**src/rtl/input_conditioner.sv**
```systemverilog
// Key conditioning for the game controls: synchronised/debounced move level plus a
// rate-limited, ack-held shoot request. Define AUTOFIRE_EN to repeat-fire while fire is held.

module input_conditioner_db #(
  parameter int DEBOUNCE_CYCLES = 250000,
  parameter int DB_W            = 18
) (
  input  logic clk,
  input  logic resetn,
  input  logic key_n,
  output logic stable
);
  logic            s1_n, s2_n;
  logic            s2;
  logic [DB_W-1:0] cnt;

  assign s2 = ~s2_n;

  // Any sample matching the accepted level restarts the stability window.
  always_ff @(posedge clk) begin
    if (!resetn) begin
      s1_n   <= 1'b1;
      s2_n   <= 1'b1;
      cnt    <= '0;
      stable <= 1'b0;
    end else begin
      s1_n <= key_n;
      s2_n <= s1_n;
      if (s2 == stable)
        cnt <= '0;
      else if (cnt == DB_W'(DEBOUNCE_CYCLES - 1)) begin
        stable <= s2;
        cnt    <= '0;
      end else
        cnt <= cnt + 1'b1;
    end
  end
endmodule

module input_conditioner #(
  parameter int DEBOUNCE_CYCLES = 250000,
  parameter int DB_W            = 18,
  parameter int COOLDOWN_CYCLES = 12500000,
  parameter int CD_W            = 24
) (
  input  logic       clk,
  input  logic       resetn,
  input  logic [2:0] key_n,
  input  logic       shoot_ack,
  output logic [1:0] user_move,
  output logic       shoot_req,
  output logic       ready
);
  localparam int NUM_KEYS = 3;

  typedef enum logic [1:0] {S_IDLE, S_REQ, S_COOLDOWN, S_WAIT_REL} state_t;

  logic [NUM_KEYS-1:0] key_stable;
  logic                left, fire, right;
  state_t              state;
  logic [CD_W-1:0]     cd;

  input_conditioner_db #(
    .DEBOUNCE_CYCLES(DEBOUNCE_CYCLES),
    .DB_W           (DB_W)
  ) u_db [NUM_KEYS-1:0] (
    .clk   (clk),
    .resetn(resetn),
    .key_n (key_n),
    .stable(key_stable)
  );

  assign left  = key_stable[2];
  assign fire  = key_stable[1];
  assign right = key_stable[0];

  // Opposing directions cancel rather than one taking priority.
  always_ff @(posedge clk) begin
    if (!resetn) user_move <= 2'b00;
    else         user_move <= {left & ~right, right & ~left};
  end

  always_ff @(posedge clk) begin
    if (!resetn) begin
      state     <= S_IDLE;
      cd        <= '0;
      shoot_req <= 1'b0;
      ready     <= 1'b1;
    end else begin
      case (state)
        S_IDLE:
          if (fire) begin
            state     <= S_REQ;
            shoot_req <= 1'b1;
            ready     <= 1'b0;
          end
        S_REQ:
          if (shoot_ack) begin
            state     <= S_COOLDOWN;
            cd        <= CD_W'(COOLDOWN_CYCLES - 1);
            shoot_req <= 1'b0;
          end
        S_COOLDOWN:
          if (cd == '0) begin
`ifdef AUTOFIRE_EN
            if (fire) begin
              state     <= S_REQ;
              shoot_req <= 1'b1;
            end else begin
              state <= S_IDLE;
              ready <= 1'b1;
            end
`else
            // A still-held key must be released before the next press can fire.
            if (fire)
              state <= S_WAIT_REL;
            else begin
              state <= S_IDLE;
              ready <= 1'b1;
            end
`endif
          end else
            cd <= cd - 1'b1;
        S_WAIT_REL:
          if (!fire) begin
            state <= S_IDLE;
            ready <= 1'b1;
          end
        default: begin
          state     <= S_IDLE;
          shoot_req <= 1'b0;
          ready     <= 1'b1;
        end
      endcase
    end
  end
endmodule

```
**config.mk**
```make
export PLATFORM = sky130hd
export DESIGN_NAME = input_conditioner
export DESIGN_NICKNAME = d
export VERILOG_FILES = /design/src/rtl/input_conditioner.sv
export SDC_FILE = /design/constraint.sdc
export NUM_CORES = 1
export LEC_CHECK = 0
export ABC_AREA = 0
export BUFFER_PORTS_ARGS = -buffer_cell sky130_fd_sc_hd__buf_2
export CAP_MARGIN = 20
export CORE_ASPECT_RATIO = 1.5
export CORE_MARGIN = 4
export CORE_UTILIZATION = 56
export CTS_BUF_LIST = sky130_fd_sc_hd__clkbuf_16
export DETAILED_ROUTE_END_ITERATION = 16
export PLACE_DENSITY_LB_ADDON = 0.12
export SYNTH_ARGS = -nofsm -noshare
export SYNTH_HDL_FRONTEND = slang
export SYNTH_SLANG_ARGS = --single-unit
export TNS_END_PERCENT = 10
```
**constraint.sdc**
```tcl
create_clock -name clk -period 2.3 [get_ports clk]
set_input_delay 0 -clock clk [delete_from_list [all_inputs] [get_ports clk]]
set_output_delay 0 -clock clk [all_outputs]
set_load 0.01 [all_outputs]
```
# Yosys cells after proc, flatten, opt, wreduce, memory -nomap -nowiden
# Index checks and enable logic that the tools add are counted.
[classes]
mux = 16
n_div = 0
n_reduce_logical = 15
n_bitwise = 11
n_eq_ne = 14
n_shift = 0
mul = 0
magnitude_cmp = 0
add_sub_neg = 4
[op_table]
columns = ["operator", "count"]
rows = [
  ["$add A18 B1 Y18 const B", 3],
  ["$eq A18 B18 Y1 const B", 3],
  ["$mux W24", 2],
  ["$pmux W24 S2", 1],
  ["$logic_not A24 Y1", 1],
  ["$sub A24 B1 Y24 const B", 1],
  ["$mux W2", 5],
  ["$not A1 Y1", 9],
  ["$reduce_and A3 Y1", 3],
  ["$reduce_or A3 Y1", 3],
  ["$ne A2 B2 Y1 const B", 4],
  ["$pmux W2 S4", 1],
  ["$reduce_and A2 Y1", 3],
  ["$mux W1", 5],
  ["$eq A2 B2 Y1 const B", 2],
  ["$reduce_and A4 Y1", 1],
  ["$reduce_bool A2 Y1", 2],
  ["$eq A1 B1 Y1", 3],
  ["$pmux W1 S3", 1],
  ["$reduce_bool A3 Y1", 1],
  ["$and A1 B1 Y1", 2],
  ["$eq A2 B1 Y1 const B", 1],
  ["$logic_not A2 Y1", 1],
  ["$ne A2 B1 Y1 const B", 1],
  ["$pmux W1 S2", 1],
]
[word_totals]
rom_bits = 0
out_inout_bits = 4
register_bits = 93
inputBits = 6
memories = 0
latch_bits = 0
elab_cells = 77
mem_bits_rw = 0

# Logic depth before layout (Yosys ltp)
# Gate-level depths: netlist (run 1).
[logic_depth]
ltp_word = 4
mapped_depth = 8
depth_no_buf = 7

# By module
# From an unflattened synthesis (run 1), not the netlist that was laid out.
[hier_totals]
hier_cells = 486
hier_area_um2 = 4337.9
[by_module_without_submodules]
columns = ["module", "instances", "cells_per_inst", "seq_area_each_um2", "area_each_um2"]
rows = [
  ["input_conditioner_db", 3, 105, 420.4, 944.7],
  ["input_conditioner", 1, 171, 600.6, 1503.9],
]

# Worst setup path after synthesis (run 1)
# No wires, ideal clock.
[synth_timing]
path_kind = "register to register"
startpoint = "register cd[0]"
endpoint = "register cd[8]"
stages_incl_launch_ff = 9
arrival_ns = 2.225
slack_ns = -0.040
path_buffers = 1
setup_ns = 0.115
period_less_slack_ns = 2.340
t_required_ns = 2.185
path_cell_list = "dfxtp_1 -> inv_1 -> ha_1 -> or4b_2 -> or4_4 -> o22ai_2 -> buf_4 -> nor4_1 -> o21ba_2"
[synth_between]
elab_chain_len = 3
elab_cells_between_ends = 6
classes_between = "1 x add/sub; 1 x eq/ne; 2 x mux; 2 x reduce/logical"
[synth_rtl]
columns = ["item", "line", "text"]
rows = [
  ["from (decl)", "61", "logic [CD_W-1:0] cd;"],
  ["from (signal assigned)", "100", "cd <= CD_W'(COOLDOWN_CYCLES - 1);"],
  ["from (signal assigned)", "123", "cd <= cd - 1'b1;"],
  ["$sub A24 B1 Y24 or $logic_not A24 Y1 (tied branches)", "123, 104", ""],
  ["$mux W24 or $ne A2 B2 Y1 (tied branches)", "--", ""],
  ["$pmux W24 S2 or $reduce_and A3 Y1 (tied branches)", "--", ""],
]
# Parallel ways exist; a longest one is shown, timed or not. The select of a mux whose other input is x is not followed.
# A chain may end at the register's enable or synchronous reset.

# Worst setup path in the final report (run 1)
[layout_timing]
startpoint = "register cd[1]"
endpoint = "register cd[17]"
# The elaborated chain is that of the path after synthesis.

==> results of run 1 <==
==> area by class of cell <==
class / count / area share [%]
timing repair buffer: 42 / 6.76
sequential: 93 / 37.6
tap: 100 / 2.52
inverter: 13 / 0.984
clock inverter: 7 / 1.79
clock buffer: 9 / 4.54
multi-input combinational: 361 / 45.8
==> sequential cells by signal, summed over array words and instances, names as in the netlist <==
signal,cells
state,2
ready,1
u_db.cnt,54
user_move,2
u_db.s2_n,3
u_db.s1_n,3
shoot_req,1
cd,24
u_db.stable,3
==> through the flow <==
step / util (%) / hold slack, ns / instance area, um2 / setup WS (ns)
after global routing: 68.2 / 0.111 / 4960 / -0.0142
final: 68.2 / 0.0956 / 4960 / 0.0486
after floorplan: - / 0.101 / 4240 / 0.0913
after global placement: 62.9 / 0.184 / 4580 / 0.0377
after detailed placement: 62.9 / 0.183 / 4580 / -0.0414
after CTS: 67.8 / 0.0913 / 4930 / 0.0417
==> layer usage <==
metal / share of wire (%) / wire length (um)
met5: 0 / 0
met4: 2.1 / 174
met3: 1.9 / 154
met2: 52 / 4310
met1: 44 / 3620
==> where the power goes <==
group	internal, mW	switching [mW]
Clock	0.946	0.590
Sequential	1.62	0.00337
Combinational	0.0224	0.0267
Total	2.58	0.620
==> path summary, 6_finish.rpt <==
| kind | to | cells after the start | slack [ns] | startpoint |
|---|---|---|---|---|
| max | cd[17]$_SDFFE_PN0P_ | 7 | 0.05 | cd[1]$_SDFFE_PN0P_ |
| min | u_db[0].s2_n$_SDFF_PN1_ | 2 | 0.1 | resetn |
| min reg2reg | u_db[0].s2_n$_SDFF_PN1_ | 1 | 0.41 | u_db[0].s1_n$_SDFF_PN1_ |
| max reg2reg | cd[17]$_SDFFE_PN0P_ | 7 | 0.05 | cd[1]$_SDFFE_PN0P_ |
==> logic make-up after synthesis <==
family	Yosys count	synth area share (%)
and+or+nand+nor	238	28.7
DFF	93	44.3
xor gates and xnor gates	58	12.1
AOI/OAI and AO/OA	56	9.73
buffers and inverters	29	2.74
adders and majority gates	5	1.49
muxes	4	0.953
==> cells in the final DEF, fill, tap and decap left out, types with 4 or more instances in the layout <==
cell / count
or3_1: 9
inv_1: 11
o21ai_0: 9
xor2_1: 31
nand2b_1: 12
dfxtp_1: 91
ha_1: 5
a21oi_1: 8
buf_2: 9
nand4_1: 14
nor4_1: 11
a21boi_0: 5
mux2i_1: 4
nor2_1: 87
nor3_1: 11
dlygate4sd3_1: 4
xnor2_1: 27
nand3_1: 25
or4_1: 6
o31a_1: 5
buf_4: 25
and2_1: 4
nand2_1: 26
clkbuf_16: 9
and3_1: 12
o211ai_1: 6
==> repair_timing <==
item,4_1_cts,5_1_grt
resized for setup,1,12
endpoints found under the hold margin,4,0
hold buffers,4,0
setup endpoints to repair,13,12
pin swaps,1,4
==> results.cfg, run 1 <==
[outcome]
status = completed

[clock_tree]
clock_latency_ns = 0.33
cts_tree = done
cts_max_level = 3
cts.sinks = 93
numCtsBuffers = 9
cts_setup_buffers = 0
cts_root_buffer = clkbuf_16
clockBufferDepth = 2
cts.clk_slew.worst_paths_ns = 0.06

[worst_setup_path]
path_buf_inv = 1
worstPathArrival_ns = 2.51
cp.required_ns = 2.56
cp-start-kind = flip-flop
critPathCaptureType = flip-flop
critPathMaxStageDelay_ns = 0.50
path_cells = inv_2 > ha_1 > or4b_4 > or4_4 > o2111a_2 > and4b_1 > nor3_1
slowest_stage = or4_4
crit_fanout = 7
crit_family = simple AND/OR/NAND/NOR gates
worstSetupPathType = flip-flop to flip-flop

[routing]
initialDrtViolationCount = 134
viasPerCell = 5.48
drc = 0
ant_nets = 0
vias = 3423
routed_wl_um = 8260
first_pass_iters = 4
routedWlPerCell_um = 13.2

[yosys]
synth_nets = 494
synth_warnings = 0
synth_edf_count = 0
syn_area_per_cell_um2 = 8.70
yosysMostFrequentCell = dfxtp_1
ys_ff_latch = 93
synth_top_area_share_pct = 44.3
synth_seq_area_share_pct = 44.3
async_reset_ff_share_pct = 0
ys.flop_type = dfxtp_1
yosysUniqueCellTypes = 46
yosysTopAreaCell = dfxtp_1
synthesis.area_mm2 = 0.00420
synth_common_cells = 93 x dfxtp_1, 88 x nor2_1, 31 x xor2_1
ys_top_cells_by_area = dfxtp_1 44%, nor2_1 7.9%, xor2_1 6.5%
synthCells = 483

[job]
max_cap_violations = 0

[floorplan]
dieArea_mm2 = 0.00898
pin_count = 10
placeableCoreArea_mm2 = 0.00727
std_cell_rows = 38
die_x_um = 78.7
die_y_um = 114
initial_core_util_pct = 57.8

[layout]
fillers = 618
n_antenna_cell = 0
multi_input_area_mm2 = 0.00227
layoutNonFillerInstCount = 625
drive_gt1_share_pct = 14.3
area_delta_synth_final_pct = 18.0
regArea_mm2 = 0.00186
fin_nets = 531

[timing]
finClkSkew_ns = 0.00450
period_share_pct = 97.9
maxClockFrequency_mhz = 444
drv_slew = 0
setup_viol = 0
finalHoldViolCount = 0
timing.setup.tns_ns = 0
finalCriticalPeriod_ns = 2.25
maxSlewHeadroom_pct = 60.1
rsz0062_at_grt = true
tightest_slew_ns = 0.594

[global_route]
grt_pass1_wl_um = 14700
grt_use_met2_pct = 36.6
antenna_found_initial = 0
grt_util_met3_pct = 4.09
grt_max_degree = 29
grt_busiest_layer = met2
met1_usage_pct = 23.1
grt_pass1_vias = 3399
overflow = 0
grt.total_usage_pct = 20.4

[placed_design]
dp_cells = 605
dp_hpwl_um = 5840
numPortBuffers = 9
gp_routability_congestion = 0.837

[power]
cellLeakagePower_nw = 1.79
p_per_area_mw_per_mm2 = 646
p_total_mw = 3.21
peakVddDrop_mv = 0.490

[hold_path]
hold_path.class = input pin to flip-flop
Power figures use the tool's default switching activity.
==> inputs of run 2 (changes only) <==
==> constraint.sdc (replaced) <==
create_clock -name clk -period 2.3 [get_ports clk]
set_input_delay 0.115 -clock clk [delete_from_list [all_inputs] [get_ports clk]]
set_output_delay 0.115 -clock clk [all_outputs]
set_load 0.01 [all_outputs]
==> run 2 against run 1 <==
Compared with the run above: combinational power decreased by 3%; via count barely moved; cell area fell by 0.20%; register-to-register slack about the same; first-iteration DRC count shrank 4.5%; critical endpoint unchanged; hold slack gained 0.017 ns; largest power group unchanged.
==> results.cfg, run 2 (synthesized netlist as in run 1, its figures left out) <==
[worst_setup_path]
r2r-start = cd[1]$_SDFFE_PN0P_
timing.rr.end = cd[17]$_SDFFE_PN0P_
regToRegSetupSlack_ns = 0.05
worstPathArrival_ns = 2.51
cp.required_ns = 2.56
crit_fanout = 7
worstSetupPathType = flip-flop to flip-flop
reg2reg_depth = 7
critPathCaptureType = flip-flop
critPathLaunch = cd[1]$_SDFFE_PN0P_
cp-start-kind = flip-flop

[routing]
ant_nets = 0
drc = 0
routedWlPerCell_um = 13.2
first_pass_iters = 4
initialDrtViolationCount = 128
viasPerCell = 5.49
routed_wl_um = 8260
vias = 3426

[timing]
rsz0062_at_grt = true
finClkSkew_ns = 0.00459
drv_slew = 0
maxSlewHeadroom_pct = 60.1
finalHoldViolCount = 0
period_share_pct = 97.7
maxClockFrequency_mhz = 445
tightest_slew_ns = 0.594
layout_setup_ws_ns = 0.0518
finalCriticalPeriod_ns = 2.25
setup_viol = 0

[global_route]
grt.total_usage_pct = 20.3
overflow = 0
grt_pass1_vias = 3390
grt_max_degree = 29
antenna_found_initial = 0
grt_pass1_wl_um = 14700

[clock_tree]
cts_root_buffer = clkbuf_16
clock_latency_ns = 0.33
clockBufferDepth = 2
cts.sinks = 93
numCtsBuffers = 9
cts_max_level = 3
cts.clk_slew.worst_paths_ns = 0.06
cts_setup_buffers = 0
cts_tree = done

[floorplan]
dieArea_mm2 = 0.00898
std_cell_rows = 38
placeableCoreArea_mm2 = 0.00727
die_x_um = 78.7
die_y_um = 114
initial_core_util_pct = 57.8
pin_count = 10

[hold_path]
hold_path.class = input pin to flip-flop
min_path_cells = 3
whs_endpoint = cd[15]$_SDFFE_PN0P_
min_from = shoot_ack

[power]
p_seq_share_pct = 50.5
p_switching_mw = 0.621
peakVddDrop_mv = 0.490
cellLeakagePower_nw = 1.79
p_int_mw = 2.58
switching_share_pct = 19.4
clkPwrFrac_pct = 48.0
p_per_area_mw_per_mm2 = 647
comb_power_share_pct = 1.5

[layout]
n_antenna_cell = 0
final_common_cell = dfxtp_1
area_delta_synth_final_pct = 17.8
fin_nets = 530
reg_top3 = u_db.cnt (54), cd (24)
largest_reg_flops = 54
top_register = u_db.cnt
layoutNonFillerInstCount = 624
drive_gt1_share_pct = 14.3
final_cell_mix = 91 x dfxtp_1, 87 x nor2_1, 31 x xor2_1, 27 x xnor2_1, 26 x nand2_1

[placed_design]
numPortBuffers = 9
dp_hpwl_um = 5840
pre_cts_ws_ns = -0.0414
dp_cells = 605
gp_routability_congestion = 0.837

[job]
max_cap_violations = 0

[outcome]
status = completed
## run 2: cell types whose count changed in the layout (fill, tap and decap cells not counted), sizes merged
| cell | before | now |
|---|---|---|
| dlygate4sd3 | 4 | 3 |
## run 2: cell type report
cell class                      instances  area [um2]
Timing Repair Buffer                   41         325
Multi-Input combinational cell        361        2270
Fill cell                             617        2320
Clock inverter                          7        88.8
Inverter                               13        48.8
Sequential cell                        93        1860
Clock buffer                            9         225
Tap cell                              100         125
## run 2: power by group through the flow
stage	registers (mW)	clock network, mW	logic, mW
floorplan	1.66	0	0.0258
global placement	1.66	0	0.0438
detailed placement	1.66	0	0.0441
CTS	1.62	1.58	0.0483
global route	1.62	1.65	0.0531
finish	1.62	1.54	0.0477
## run 2: worst max-delay path by stage
stage,end,slack (ns)
finish,cd[17]$_SDFFE_PN0P_,0.05
CTS,cd[17]$_SDFFE_PN0P_,0.04
global placement,cd[19]$_SDFFE_PN0P_,0.04
global route,cd[18]$_SDFFE_PN0P_,-0.01
floorplan,cd[8]$_SDFFE_PN0P_,0.09
detailed placement,cd[13]$_SDFFE_PN0P_,-0.04
## run 2: metal layers
layer | routed length, um | GRT usage (%)
met5 | 0 | 0
met4 | 174 | 8.87
met3 | 207 | 4.09
met2 | 4280 | 36.5
met1 | 3600 | 23.1
## run 2: what timing repair did
item | in CTS | in global routing
resized for setup | 1 | 12
hold buffers | 3 | 0
hold endpoints to repair | 3 | 0
endpoints found under the setup margin | 13 | 12
gates cloned | 0 | 0
pin swaps | 1 | 4
## run 2: metrics by stage
step           setup TNS (ns)  cell area [um2]  total power, mW  utilization (%)  hold WS (ns)
3_5_place_dp           -0.191             4580             1.70             62.9         0.298
6_report                    0             4950             3.21             68.1         0.113
4_1_cts                     0             4920             3.25             67.7         0.109
3_3_place_gp                0             4580             1.70             62.9         0.299
5_1_grt               -0.0314             4950             3.32             68.1         0.116
2_1_floorplan               0             4240             1.68                -         0.216
## run 2: critical path, stage by stage, from the launching register on
cell and delay, ns:
dfxtp_2 0.33, inv_2 0.06, ha_1 0.14, or4b_4 0.45, or4_4 0.50, o2111a_2 0.34
and4b_1 0.19, nor3_1 0.16
==> inputs of run 3 (changes only) <==
--- a/config.mk
+++ b/config.mk
@@ -10,7 +10,7 @@
 export CAP_MARGIN = 20
 export CORE_ASPECT_RATIO = 1.5
 export CORE_MARGIN = 4
-export CORE_UTILIZATION = 56
+export CORE_UTILIZATION = 60
 export CTS_BUF_LIST = sky130_fd_sc_hd__clkbuf_16
 export DETAILED_ROUTE_END_ITERATION = 16
 export PLACE_DENSITY_LB_ADDON = 0.12
==> constraint.sdc (replaced) <==
create_clock -name clk -period 2.1 [get_ports clk]
set_input_delay 0.105 -clock clk [delete_from_list [all_inputs] [get_ports clk]]
set_output_delay 0.105 -clock clk [all_outputs]
set_load 0.01 [all_outputs]
==> run 3 against run 2 <==
Compared with the run above: hold slack got worse by 0.027 ns; worst setup slack worse by 0.30 ns; combinational power up 9.2%; sequential share of layout area fell by 1.1 points; routed wire length grew 9.1%; the run now ends with negative setup slack left; cell area grew 2.9%; core utilization up 6.3 points; highest routed layer unchanged; register-to-register slack worse by 0.30 ns; non-clock buffer count rose by 28.
==> results.cfg, run 3 (synthesized netlist as in run 1, its figures left out) <==
[outcome]
status = complete, but fails checks
violations = negative setup slack

[timing]
maxSlewHeadroom_pct = 58.7
setup_viol = 27
finClkSkew_ns = 0.00636
layout_setup_ws_ns = -0.252
hold_slack_ns = 0.0855
rsz0062_at_grt = true
period_share_pct = 112
finalHoldViolCount = 0
finalCriticalPeriod_ns = 2.35
drv_slew = 0
tightest_slew_ns = 0.615
maxClockFrequency_mhz = 425

[routing]
first_pass_iters = 6
routed_wl_um = 9010
ant_nets = 0
vias = 3565
initialDrtViolationCount = 120
viasPerCell = 5.66
routedWlPerCell_um = 14.3
drc = 0

[layout]
reg_top3 = u_db.cnt (54), cd (24)
largest_reg_flops = 54
n_antenna_cell = 0
top_register = u_db.cnt
final_cell_mix = 91 x dfxtp_1, 87 x nor2_1, 55 x buf_4, 31 x xor2_1, 27 x xnor2_1
drive_gt1_share_pct = 18.7
final_common_cell = dfxtp_1
fin_nets = 558
fillers = 544
area_delta_synth_final_pct = 21.2

[worst_setup_path]
path_cells = inv_2 > ha_4 > or4b_4 > or4_4 > o22ai_4 > buf_6 > buf_4 > or4_1 > a21oi_1
worstSetupPathType = flip-flop to flip-flop
slowest_stage = or4_4
critPathMaxStageDelay_ns = 0.61
worstPathArrival_ns = 2.57
critPathCaptureType = flip-flop
crit_fanout = 6
cp.required_ns = 2.32
cp-start-kind = flip-flop

[global_route]
grt.total_usage_pct = 22.1
overflow = 0
grt_max_degree = 32
grt_pass1_wl_um = 15400
grt_pass1_vias = 3526
antenna_found_initial = 0

[power]
peakVddDrop_mv = 0.500
p_seq_share_pct = 53.9
cellLeakagePower_nw = 1.91
p_per_area_mw_per_mm2 = 646
p_switching_mw = 0.702
switching_share_pct = 21.3
comb_power_share_pct = 1.6
p_int_mw = 2.59
clkPwrFrac_pct = 44.5

[floorplan]
die_y_um = 111
placeableCoreArea_mm2 = 0.00685
std_cell_rows = 37
initial_core_util_pct = 61.3
dieArea_mm2 = 0.00844
pin_count = 10
die_x_um = 76.3

[placed_design]
gp_routability_congestion = 0.835
dp_hpwl_um = 6250
numPortBuffers = 9
pre_cts_ws_ns = -0.189

[job]
max_cap_violations = 0

[clock_tree]
numCtsBuffers = 9
cts_root_buffer = clkbuf_16
cts_max_level = 3
clock_latency_ns = 0.34
cts_tree = done
cts.clk_slew.worst_paths_ns = 0.06
cts.sinks = 93
clockBufferDepth = 2

[hold_path]
hold_path.class = input pin to flip-flop
[run 3: critical path: cells and delay by family, from the launching register on]
kind,cells,cell delay (ns)
adder cells (fa/ha/maj),1,0.12
AND/OR/NAND/NOR,3,1.15
AO/OA/AOI/OAI,2,0.30
buffers and inverters,3,0.34
flip-flops,1,0.33
[run 3: cell type report]
cell class	count	area [um2]	area share [%]
tap	78	97.6	1.92
multi-input combinational	361	2300	45.1
clock inverter	7	42.5	0.835
timing repair buffer	69	519	10.2
inverter	13	48.8	0.958
sequential	93	1860	36.6
clock buffer	9	225	4.42
[run 3: timing repair]
item,CTS,global route
hold buffers,3,0
endpoints found under the hold margin,3,0
endpoints found under the setup margin,27,27
gates resized for setup,3,13
pin swaps,5,10
buffers inserted,0,4
[run 3: power groups by stage]
stage | Combinational (mW) | Clock [mW] | Sequential (mW)
2_1_floorplan | 0.0282 | 0 | 1.81
4_1_cts | 0.0525 | 1.50 | 1.77
3_3_place_gp | 0.0467 | 0 | 1.81
5_1_grt | 0.0577 | 1.56 | 1.77
3_5_place_dp | 0.0480 | 0 | 1.81
6_report | 0.0521 | 1.46 | 1.77
[run 3: path summary, 6_finish.rpt]
| check | start | to | slack (ns) | cells past startpoint |
|---|---|---|---|---|
| worst max-delay path | cd[0]$_SDFFE_PN0P_ | cd[22]$_SDFFE_PN0P_ | -0.25 | 9 |
| worst min-delay path | shoot_ack | cd[15]$_SDFFE_PN0P_ | 0.09 | 3 |
| worst max register to register | cd[0]$_SDFFE_PN0P_ | cd[22]$_SDFFE_PN0P_ | -0.25 | 9 |
| worst min register to register | u_db[1].s1_n$_SDFF_PN1_ | u_db[1].s2_n$_SDFF_PN1_ | 0.41 | 1 |
[run 3: per-stage QoR]
stage | cells | setup TNS (ns) | cell area, um2 | power (mW) | util (%)
floorplan | 483 | -1.70 | 4240 | 1.84 | -
global placement | 607 | -3.38 | 4720 | 1.86 | 68.9
detailed placement | 607 | -3.94 | 4720 | 1.86 | 68.9
CTS | 626 | -4.62 | 5020 | 3.33 | 73.3
global route | 630 | -7.38 | 5090 | 3.39 | 74.4
finish | 630 | -5.26 | 5090 | 3.29 | 74.4
[run 3: routing by layer]
metal / share of wire [%] / GRT usage [%] / vias up
met3: 1.9 / 2.69 / 20
met1: 42 / 24.5 / 1689
li1: - / - / 1819
met2: 53 / 40.6 / 37
met5: 0 / 0 / -
met4: 2.8 / 11.9 / 0
